===== config.mk =====
export PLATFORM = sky130hd
export DESIGN_NAME = full_subtractor_64bit_serial_flat
export DESIGN_NICKNAME = d
export VERILOG_FILES = /design/src/rtl/full_subtractor_64bit_serial_pkg.sv /design/src/rtl/full_subtractor_64bit_serial_if.sv /design/src/rtl/full_subtractor_64bit_serial_full_subtractor_1bit.sv /design/src/rtl/full_subtractor_64bit_serial.sv /design/src/flat_wrapper.sv
export SDC_FILE = /design/constraint.sdc
export NUM_CORES = 1
export LEC_CHECK = 0
export ABC_AREA = 1
export CORE_MARGIN = 10
export CORE_UTILIZATION = 43
export DETAILED_ROUTE_END_ITERATION = 10
export PLACE_DENSITY = 0.72
export RECOVER_POWER = 50
export SYNTH_ARGS = -nofsm -noshare
export SYNTH_HDL_FRONTEND = slang
export SYNTH_SLANG_ARGS = --single-unit

===== constraint.sdc =====
create_clock -name clk -period 4.65 [get_ports clk]
set_input_delay 0.93 -clock clk [delete_from_list [all_inputs] [get_ports clk]]
set_output_delay 0.93 -clock clk [all_outputs]
set_load 0.02 [all_outputs]

===== src/rtl/full_subtractor_64bit_serial_pkg.sv =====
// Shared types and sizing helpers for the chunk-serial 64-bit subtractor.
package full_subtractor_64bit_serial_pkg;

    typedef enum logic [1:0] {
        StIdle,
        StRun,
        StDone
    } state_e;

    localparam int unsigned DefaultWidth = 64;
    localparam int unsigned DefaultChunk = 8;

    function automatic int unsigned calc_nchunk(input int unsigned width,
                                                input int unsigned chunk);
        return width / chunk;
    endfunction

    // A single-chunk configuration still needs a 1-bit counter to stay legal.
    function automatic int unsigned calc_cnt_width(input int unsigned width,
                                                   input int unsigned chunk);
        int unsigned n;
        n = width / chunk;
        return (n > 1) ? unsigned'($clog2(n)) : 1;
    endfunction

endpackage


===== src/rtl/full_subtractor_64bit_serial_if.sv =====
// Operand/result handshake bundle; slave is the subtractor, master the client.
interface full_subtractor_64bit_serial_if #(
    parameter int unsigned WIDTH = full_subtractor_64bit_serial_pkg::DefaultWidth
) ();

    logic             in_valid;
    logic             in_ready;
    logic [WIDTH-1:0] a;
    logic [WIDTH-1:0] b;
    logic             bin;
    logic             out_valid;
    logic             out_ready;
    logic [WIDTH-1:0] diff;
    logic             bout;
    logic             overflow;

    modport master (
        output in_valid, a, b, bin, out_ready,
        input  in_ready, out_valid, diff, bout, overflow
    );

    modport slave (
        input  in_valid, a, b, bin, out_ready,
        output in_ready, out_valid, diff, bout, overflow
    );

endinterface


===== src/rtl/full_subtractor_64bit_serial_full_subtractor_1bit.sv =====
// One-bit full-subtractor cell: d = x - y - bi with borrow-out bo.
module full_subtractor_1bit (
    input  logic i_x,
    input  logic i_y,
    input  logic i_bi,
    output logic o_d,
    output logic o_bo
);

    assign o_d  = i_x ^ i_y ^ i_bi;
    assign o_bo = (~i_x & i_y) | (~(i_x ^ i_y) & i_bi);

endmodule


===== src/rtl/full_subtractor_64bit_serial.sv =====
// Chunk-serial subtractor: diff = a - b - bin, CHUNK bits per cycle, LS chunk first,
// borrow carried in a register between chunks; result held until out_ready.
module full_subtractor_64bit_serial
    import full_subtractor_64bit_serial_pkg::*;
#(
    parameter int unsigned WIDTH = DefaultWidth,
    parameter int unsigned CHUNK = DefaultChunk
) (
    input logic                         clk,
    input logic                         rst_n,
    full_subtractor_64bit_serial_if.slave bus
);

    localparam int unsigned      NCHUNK   = calc_nchunk(WIDTH, CHUNK);
    localparam int unsigned      CNT_W    = calc_cnt_width(WIDTH, CHUNK);
    localparam logic [CNT_W-1:0] LAST_CNT = CNT_W'(NCHUNK - 1);

    if (WIDTH % CHUNK != 0) begin : g_bad_params
        $error("full_subtractor_64bit_serial: WIDTH must be a multiple of CHUNK");
    end

    state_e           r_state;
    logic [WIDTH-1:0] r_a;
    logic [WIDTH-1:0] r_b;
    logic [WIDTH-1:0] r_diff;
    logic             r_borrow;
    logic             r_bout;
    logic             r_overflow;
    logic [CNT_W-1:0] r_cnt;

    logic [31:0]      w_base;
    logic [CHUNK-1:0] w_x;
    logic [CHUNK-1:0] w_y;
    logic [CHUNK-1:0] w_d;
    logic             w_chunk_bout;
    logic             w_last;

    assign w_base = 32'(r_cnt) * CHUNK;
    assign w_x    = r_a[w_base +: CHUNK];
    assign w_y    = r_b[w_base +: CHUNK];
    assign w_last = (r_cnt == LAST_CNT);

    // Borrow ripples through per-stage nets so the chain never loops back on one vector.
    for (genvar i = 0; i < CHUNK; i++) begin : g_cell
        logic w_bi;
        logic w_bo;

        if (i == 0) begin : g_first
            assign w_bi = r_borrow;
        end else begin : g_rest
            assign w_bi = g_cell[i-1].w_bo;
        end

        full_subtractor_1bit u_cell (
            .i_x  (w_x[i]),
            .i_y  (w_y[i]),
            .i_bi (w_bi),
            .o_d  (w_d[i]),
            .o_bo (w_bo)
        );
    end

    assign w_chunk_bout = g_cell[CHUNK-1].w_bo;

    always_ff @(posedge clk or negedge rst_n) begin
        if (!rst_n) begin
            r_state    <= StIdle;
            r_a        <= '0;
            r_b        <= '0;
            r_diff     <= '0;
            r_borrow   <= 1'b0;
            r_bout     <= 1'b0;
            r_overflow <= 1'b0;
            r_cnt      <= '0;
        end else begin
            unique case (r_state)
                StIdle: begin
                    if (bus.in_valid) begin
                        r_a      <= bus.a;
                        r_b      <= bus.b;
                        r_borrow <= bus.bin;
                        r_cnt    <= '0;
                        r_state  <= StRun;
                    end
                end
                StRun: begin
                    r_diff[w_base +: CHUNK] <= w_d;
                    r_borrow                <= w_chunk_bout;
                    r_cnt                   <= r_cnt + 1'b1;
                    if (w_last) begin
                        // MSB of the final slice is the sign of the full difference.
                        r_bout     <= w_chunk_bout;
                        r_overflow <= (r_a[WIDTH-1] != r_b[WIDTH-1]) &&
                                      (w_d[CHUNK-1] != r_a[WIDTH-1]);
                        r_cnt      <= '0;
                        r_state    <= StDone;
                    end
                end
                StDone: begin
                    if (bus.out_ready) begin
                        r_state <= StIdle;
                    end
                end
                default: r_state <= StIdle;
            endcase
        end
    end

    assign bus.in_ready  = (r_state == StIdle);
    assign bus.out_valid = (r_state == StDone);
    assign bus.diff      = r_diff;
    assign bus.bout      = r_bout;
    assign bus.overflow  = r_overflow;

endmodule


===== src/flat_wrapper.sv =====
// flat-port wrapper written by rule: the top's interface ports become plain ports
module full_subtractor_64bit_serial_flat import full_subtractor_64bit_serial_pkg::*;
#(
    parameter int unsigned WIDTH = DefaultWidth,
    parameter int unsigned CHUNK = DefaultChunk
)
  (clk, rst_n, bus_in_valid, bus_a, bus_b, bus_bin, bus_out_ready, bus_in_ready, bus_out_valid, bus_diff, bus_bout, bus_overflow);
  full_subtractor_64bit_serial_if #(.WIDTH(WIDTH)) bus_i ();
  input logic clk;
  input logic rst_n;
  input wire logic [$bits(bus_i.in_valid)-1:0] bus_in_valid;
  input wire logic [$bits(bus_i.a)-1:0] bus_a;
  input wire logic [$bits(bus_i.b)-1:0] bus_b;
  input wire logic [$bits(bus_i.bin)-1:0] bus_bin;
  input wire logic [$bits(bus_i.out_ready)-1:0] bus_out_ready;
  output wire logic [$bits(bus_i.in_ready)-1:0] bus_in_ready;
  output wire logic [$bits(bus_i.out_valid)-1:0] bus_out_valid;
  output wire logic [$bits(bus_i.diff)-1:0] bus_diff;
  output wire logic [$bits(bus_i.bout)-1:0] bus_bout;
  output wire logic [$bits(bus_i.overflow)-1:0] bus_overflow;
  assign bus_i.in_valid = bus_in_valid;
  assign bus_i.a = bus_a;
  assign bus_i.b = bus_b;
  assign bus_i.bin = bus_bin;
  assign bus_i.out_ready = bus_out_ready;
  assign bus_in_ready = bus_i.in_ready;
  assign bus_out_valid = bus_i.out_valid;
  assign bus_diff = bus_i.diff;
  assign bus_bout = bus_i.bout;
  assign bus_overflow = bus_i.overflow;
  full_subtractor_64bit_serial #(.WIDTH(WIDTH), .CHUNK(CHUNK)) u_core (.clk(clk), .rst_n(rst_n), .bus(bus_i));
endmodule

==> results of run 1 <==
==> power breakdown <==
part | switching (W) | total [W] | internal [W]
sequential | 0.000330 | 0.00283 | 0.00250
clock | 0.000678 | 0.00140 | 0.000724
combinational | 0.00341 | 0.00536 | 0.00195
total | 0.00442 | 0.00959 | 0.00517
==> path summary, 6_finish.rpt <==
| kind | cells past startpoint | startpoint | to |
|---|---|---|---|
| max | 19 | u_core.r_cnt[0] | u_core.bus.diff[47] |
| min | 2 | u_core.bus.diff[0] | u_core.bus.diff[0] |
| max reg2reg | 19 | u_core.r_cnt[0] | u_core.bus.diff[47] |
| min reg2reg | 2 | u_core.bus.diff[0] | u_core.bus.diff[0] |
| max in group asynchronous | 1 | rst_n | u_core.r_cnt[0] |
| min in group asynchronous | 1 | rst_n | u_core.r_a[46] |
==> cell usage after synthesis (3+ instances only) <==
cell      count  area [µm²]
buf_4        16         120
nor2_2        5        31.3
buf_2        24         120
nor2_1       41         154
clkbuf_1     17        63.8
inv_2         4        15.0
o21ai_1      15        75.1
inv_1       124         465
nand2_1     436        1640
nand2_2       7        43.8
nand4_1       8        50.1
ha_1          7        87.6
o21ai_0     151         756
nand3_1     106         531
buf_6         3        33.8
dfrtp_1     200        5000
fa_1          8         160
==> kinds of logic after synthesis <==
kind of cell / share of synthesized area
simple gates: 0.262
flops: 0.533
fa+ha+maj: 0.0264
buf+inv: 0.0887
compound gates: 0.0907
==> layout make-up <==
cell class                 instances  share of cell area
sequential                       200               0.409
multi-input combinational        788               0.292
timing repair buffer             229               0.185
inverter                         130              0.0409
clock buffer                      21              0.0377
tap                              280              0.0287
clock inverter                    11             0.00706
==> critical path: stages (launching register included) <==
cell     delay, ns
dfrtp_2       0.47
buf_4         0.18
nor2_1        0.11
nor2_1        0.05
nand2_1       0.05
nand3_1       0.08
nand2_2       0.09
fa_1          0.17
inv_1         0.05
fa_2          0.36
fa_2          0.36
fa_2          0.35
fa_1          0.38
fa_2          0.36
fa_2          0.35
inv_2         0.07
fa_1          0.44
inv_2         0.14
nand3_1       0.10
o21ai_0       0.21
==> registers in the layout, summed over array words and instances (netlist names) <==
name / cells
u_core.r_b: 64
u_core.g_cell.w_bi: 1
u_core.r_a: 64
u_core.r_state: 2
u_core.bus.overflow: 1
u_core.bus.bout: 1
u_core.bus.diff: 64
u_core.r_cnt: 3
==> per-layer routing <==
layer	track usage	up-vias	part of all wire
met5	0	-	0
met4	0.0439	0	0.014
li1	-	4053	-
met2	0.298	288	0.47
met3	0.0538	26	0.075
met1	0.246	3859	0.44
==> what timing repair did <==
item / CTS / global route
setup endpoints to repair: 8 / 9
pin swaps: 0 / 1
resized for setup: 2 / 11
hold buffers: 0 / 0
buffers inserted: 0 / 1
==> metrics by stage <==
| stage | setup WS [ns] | power (W) | area (µm²) | setup TNS (ns) |
|---|---|---|---|---|
| 2_1_floorplan | 0.0724 | 0.00600 | 9400 | 0 |
| 3_3_place_gp | 0.0178 | 0.00793 | 11700 | 0 |
| 3_5_place_dp | -0.117 | 0.00806 | 11700 | -0.665 |
| 4_1_cts | 0.00831 | 0.00949 | 12200 | 0 |
| 5_1_grt | 0.0337 | 0.0103 | 12200 | 0 |
| 6_report | 0.214 | 0.00959 | 12200 | 0 |
==> reports/metrics.csv, run 1 <==
metric;value;unit
critical path capture point type;register;
global-route wire length before repair;42800;µm
Total Routed Length;26800;µm
Final Max Tran Viols;234;
Yosys reg bits;200;
# DRC;0;
final hold violation count;0;
RSZ-0062 raised after global routing;no;
Leak;5.79;nW
grt total ovfl;0;
layout overhead on the synthesized area;30.2;%
most frequent cells in the layout;nand2_1, clkdlybuf4s50_1, dfrtp_1, o21ai_0, inv_1;
core area;21700;µm²
Power Density;784;nW/µm²
port bufs;200;
Period minus WS final;4.44;ns
placed cell count;1626;
share of cells above drive strength 1;0.0624;
Final GP Congestion;0.867;
worst hold path class;register to register;
Worst-Skew Late Latency;0.44;ns
Clock Tree Root;clkbuf_16;
H-tree level count;4;
Worst-path clk slew;0.07;ns
Final Core Density;0.564;
Site Rows;54;
Mapped Cells;1180;
Setup CP Type;register to register;
setup violators final;0;
Mapped Nets;1328;
Unique masters post-synth;23;
critical path peak fanout;6;
EDFF count, synth;0;
critical path required time;5.00;ns
register area share after synthesis;0.533;
Avg Cell Area, Syn;7.96;µm²
DR vias;8226;
die width;168;µm
Initial Util;0.433;
Worst R2R Setup Slack;0.21;ns
CP Launch Type;register;
clk_skew;0.0133;ns
Fill cells;1971;
number of buffers created by CTS;17;
Hold Slack;0.477;ns
Reg area;5010;µm²
Warnings, synthesis;0;
multi-input logic area;3560;µm²
initial drt markers;725;
vias in the first global route;8230;
failing checks;capacitance limit, slew limit;
Post-Layout Cell Count;1659;
period utilization;0.954;
detailed placement HPWL;19900;µm
Post-synth ARST share;1.00;
GR Util All Layers;0.187;
Critical Path AT;4.79;ns
initial antenna violation count;0;
Antenna Violating Nets Remaining;0;
drt wl/cell;16.1;µm
Rel. slew slack;-1.02;
most common cell after layout, fill and taps aside;nand2_1;
Die Footprint;28200;µm²
max_cap viols;2;
Post-synth top flop;dfrtp_1;
vias per inst;4.96;
DRT Pass-1 Iters;6;
largest net degree at the start of global routing;124;
Ports;201;
cell area after synthesis;9400;µm²
maximum clock path buffer count;2;
Die H;168;µm
fmax;0.225;GHz
maximum VDD drop;0.574;mV
status;complete, but fails checks;
# clock sinks;200;
Ant. Diodes;0;
Worst Max-Slew Pin Slew;3.03;ns
Final Net Count;1514;
CTS tree;built;
(Power assumes the default switching activity.)
==> run 2, diff against run 1 <==
- SLEW_MARGIN: unset -> 10
==> results of run 2 <==
Final layout, timing and power as in run 1 (identical DEF).
==> run 3, diff against run 2 <==
- CORE_MARGIN: 10 -> 3
- CORE_UTILIZATION: 43 -> 46
- PLACE_DENSITY: 0.72 -> 0.76
==> run 3 against run 2 <==
  * The flow still finishes with violations (capacitance limit, slew limit)
  * Clock skew decreased by 0.00083 ns
  * Clock power increased by 5%
  * Utilization increased by 5.4 points
  * Critical path depth unchanged
  * Via count increased by 0.57%
  * Largest cell class unchanged
  * Sequential share of layout area about the same
  * Worst setup slack improved by 0.030 ns
  * Wire length decreased by 4.8%
==> reports/metrics.csv, run 3 (same netlist as run 1, synthesis figures left out) <==
metric;value;unit;change
Final Net Count;1513;;-0.066%
Antenna Violating Nets Remaining;0;;unchanged
critical path capture point type;register;;
clk_skew;0.0124;ns;-0.000831 ns
multi-input logic area;3560;µm²;about the same
setup bufs post-CTS;0;;unchanged
Clock Tree Root;clkbuf_16;;
grt peak-use layer;met2;;
die width;149;µm;-11%
global-route wire length before repair;41300;µm;-3.6%
DRT Pass-1 Iters;5;;-1
met1 usage;0.329;;+0.0824
Max stage delay on crit path;0.45;ns;-0.02 ns
number of buffers created by CTS;17;;unchanged
Final Core Density;0.618;;+0.0543
Critical Path End;u_core.bus.diff[15];;
Crit path depth;19;;unchanged
initial drt markers;612;;-16%
crit-path cells;buf_12, nor2_1, nor2_1, nand2_1, nand3_1, nand2_2, fa_1, inv_1, fa_2, fa_2, fa_2, fa_1, fa_2, fa_1, inv_2, fa_1, inv_2, nand3_1, o21ai_0;;
core area;19800;µm²;-8.8%
worst hold path class;register to register;;
origin of the worst setup path;u_core.r_cnt[0];;
Worst R2R Setup Slack;0.24;ns;+0.03 ns
largest net degree at the start of global routing;122;;-1.6%
Rel. slew slack;-1.02;;about the same
WP buf/inv;4;;unchanged
Worst-Skew Late Latency;0.43;ns;about the same
share of cells above drive strength 1;0.0610;;-0.00141
# clock sinks;200;;unchanged
most common cell after layout, fill and taps aside;nand2_1;;
placed cell count;1611;;-0.92%
r2r startpoint;u_core.r_cnt[0];;
Final GP Congestion;0.859;;-1.0%
period utilization;0.947;;-0.00654
Worst Max-Slew Pin Slew;3.03;ns;-0.00135 ns
Site Rows;51;;-5.6%
Initial Util;0.475;;+0.0418
r2r worst-path depth;19;;unchanged
Period minus WS final;4.41;ns;-0.0304 ns
grt total ovfl;0;;unchanged
vias in the first global route;8042;;-2.3%
layout overhead on the synthesized area;30.1;%;about the same
port bufs;200;;unchanged
max_cap viols;2;;unchanged
fmax;0.227;GHz;+0.69%
placed cell areas;11700;µm²;-0.16%
maximum clock path buffer count;2;;unchanged
critical path's slowest cell;dfrtp_2;;
vias per inst;5.04;;+1.6%
most frequent cells in the layout;nand2_1, clkdlybuf4s50_1, dfrtp_1, o21ai_0, inv_1;;
Power Density;789;nW/µm²;+0.64%
final hold violation count;0;;unchanged
CP Launch Type;register;;
drt wl/cell;15.5;µm;-3.8%
GR Layer Usage met2;0.372;;+0.0737
worst hold stages;2;;unchanged
Worst-path clk slew;0.07;ns;about the same
Fill cells;1776;;-9.9%
detailed placement HPWL;18700;µm;-6.2%
Ant. Diodes;0;;unchanged
Post-Layout Cell Count;1643;;-0.96%
critical path required time;5.00;ns;about the same
Critical Path AT;4.76;ns;-0.03 ns
Setup CP Type;register to register;;
Ports;201;;unchanged
GR Util All Layers;0.234;;+0.0476
Final Cell Area;12200;µm²;about the same
maximum VDD drop;0.598;mV;+4.2%
CP top delay family;adder cells;;
Leak;5.80;nW;+0.22%
Die Footprint;22200;µm²;-21%
met3 usage;0.0425;;-0.0112
Reg-to-Reg End;u_core.bus.diff[15];;
H-tree level count;4;;unchanged
status;complete, but fails checks;;
Total Routed Length;25500;µm;-4.8%
critical path peak fanout;24;;+18
setup violators final;0;;unchanged
initial antenna violation count;0;;unchanged
Die H;149;µm;-11%
Final Max Tran Viols;236;;+0.85%
CTS tree;built;;
failing checks;capacitance limit, slew limit;;
DR vias;8273;;+0.57%
# DRC;0;;unchanged
Reg area;5010;µm²;unchanged
[run 3: layout make-up]
type,instances,area share
sequential,200,0.410
tap,265,0.0271
multi-input combinational,788,0.291
clock inverter,12,0.0115
clock buffer,20,0.0357
timing repair buffer,228,0.184
inverter,130,0.0405
[run 3: tightest hold or removal path, stage by stage, from the launching register on]
cell	delay (ns)
dfrtp_1	0.34
nand2_1	0.05
nand2_1	0.05
[run 3: worst min path at each step]
stage | slack, ns | startpoint | endpoint
floorplan | 0.45 | u_core.r_a[0] | u_core.r_a[0]
global placement | 0.46 | u_core.bus.diff[3] | u_core.bus.diff[3]
detailed placement | 0.46 | u_core.bus.diff[3] | u_core.bus.diff[3]
CTS | 0.48 | u_core.bus.diff[3] | u_core.bus.diff[3]
global route | 0.49 | u_core.bus.diff[3] | u_core.bus.diff[3]
finish | 0.48 | u_core.bus.diff[3] | u_core.bus.diff[3]
[run 3: per-layer routing]
metal  up-vias  wire length (µm)
li1       4049                 -
met4         0               646
met1      3842             11100
met2       331             12100
met5         -                 0
met3        51              1730
[run 3: what timing repair did]
| action | in CTS | in global routing |
|---|---|---|
| gates resized for setup | 4 | 10 |
| setup endpoints to repair | 8 | 9 |
| hold buffers | 0 | 0 |
| pin swaps | 0 | 2 |
[run 3: where the power goes]
part	leakage, nW	internal (W)	switching (W)
combinational	2.98	0.00193	0.00341
clock	0.277	0.000802	0.000673
sequential	2.54	0.00250	0.000328
total	5.80	0.00524	0.00441
[run 3: metrics by stage]
step                      power (W)  TNS [ns]  setup WS, ns  hold WS, ns
after floorplan             0.00600         0        0.0724        0.450
after global placement      0.00790         0        0.0585        0.464
after detailed placement    0.00807    -0.212       -0.0810        0.458
after CTS                   0.00957         0        0.0235        0.476
after global routing         0.0104  -0.00168      -0.00168        0.493
final                       0.00965         0         0.245        0.475
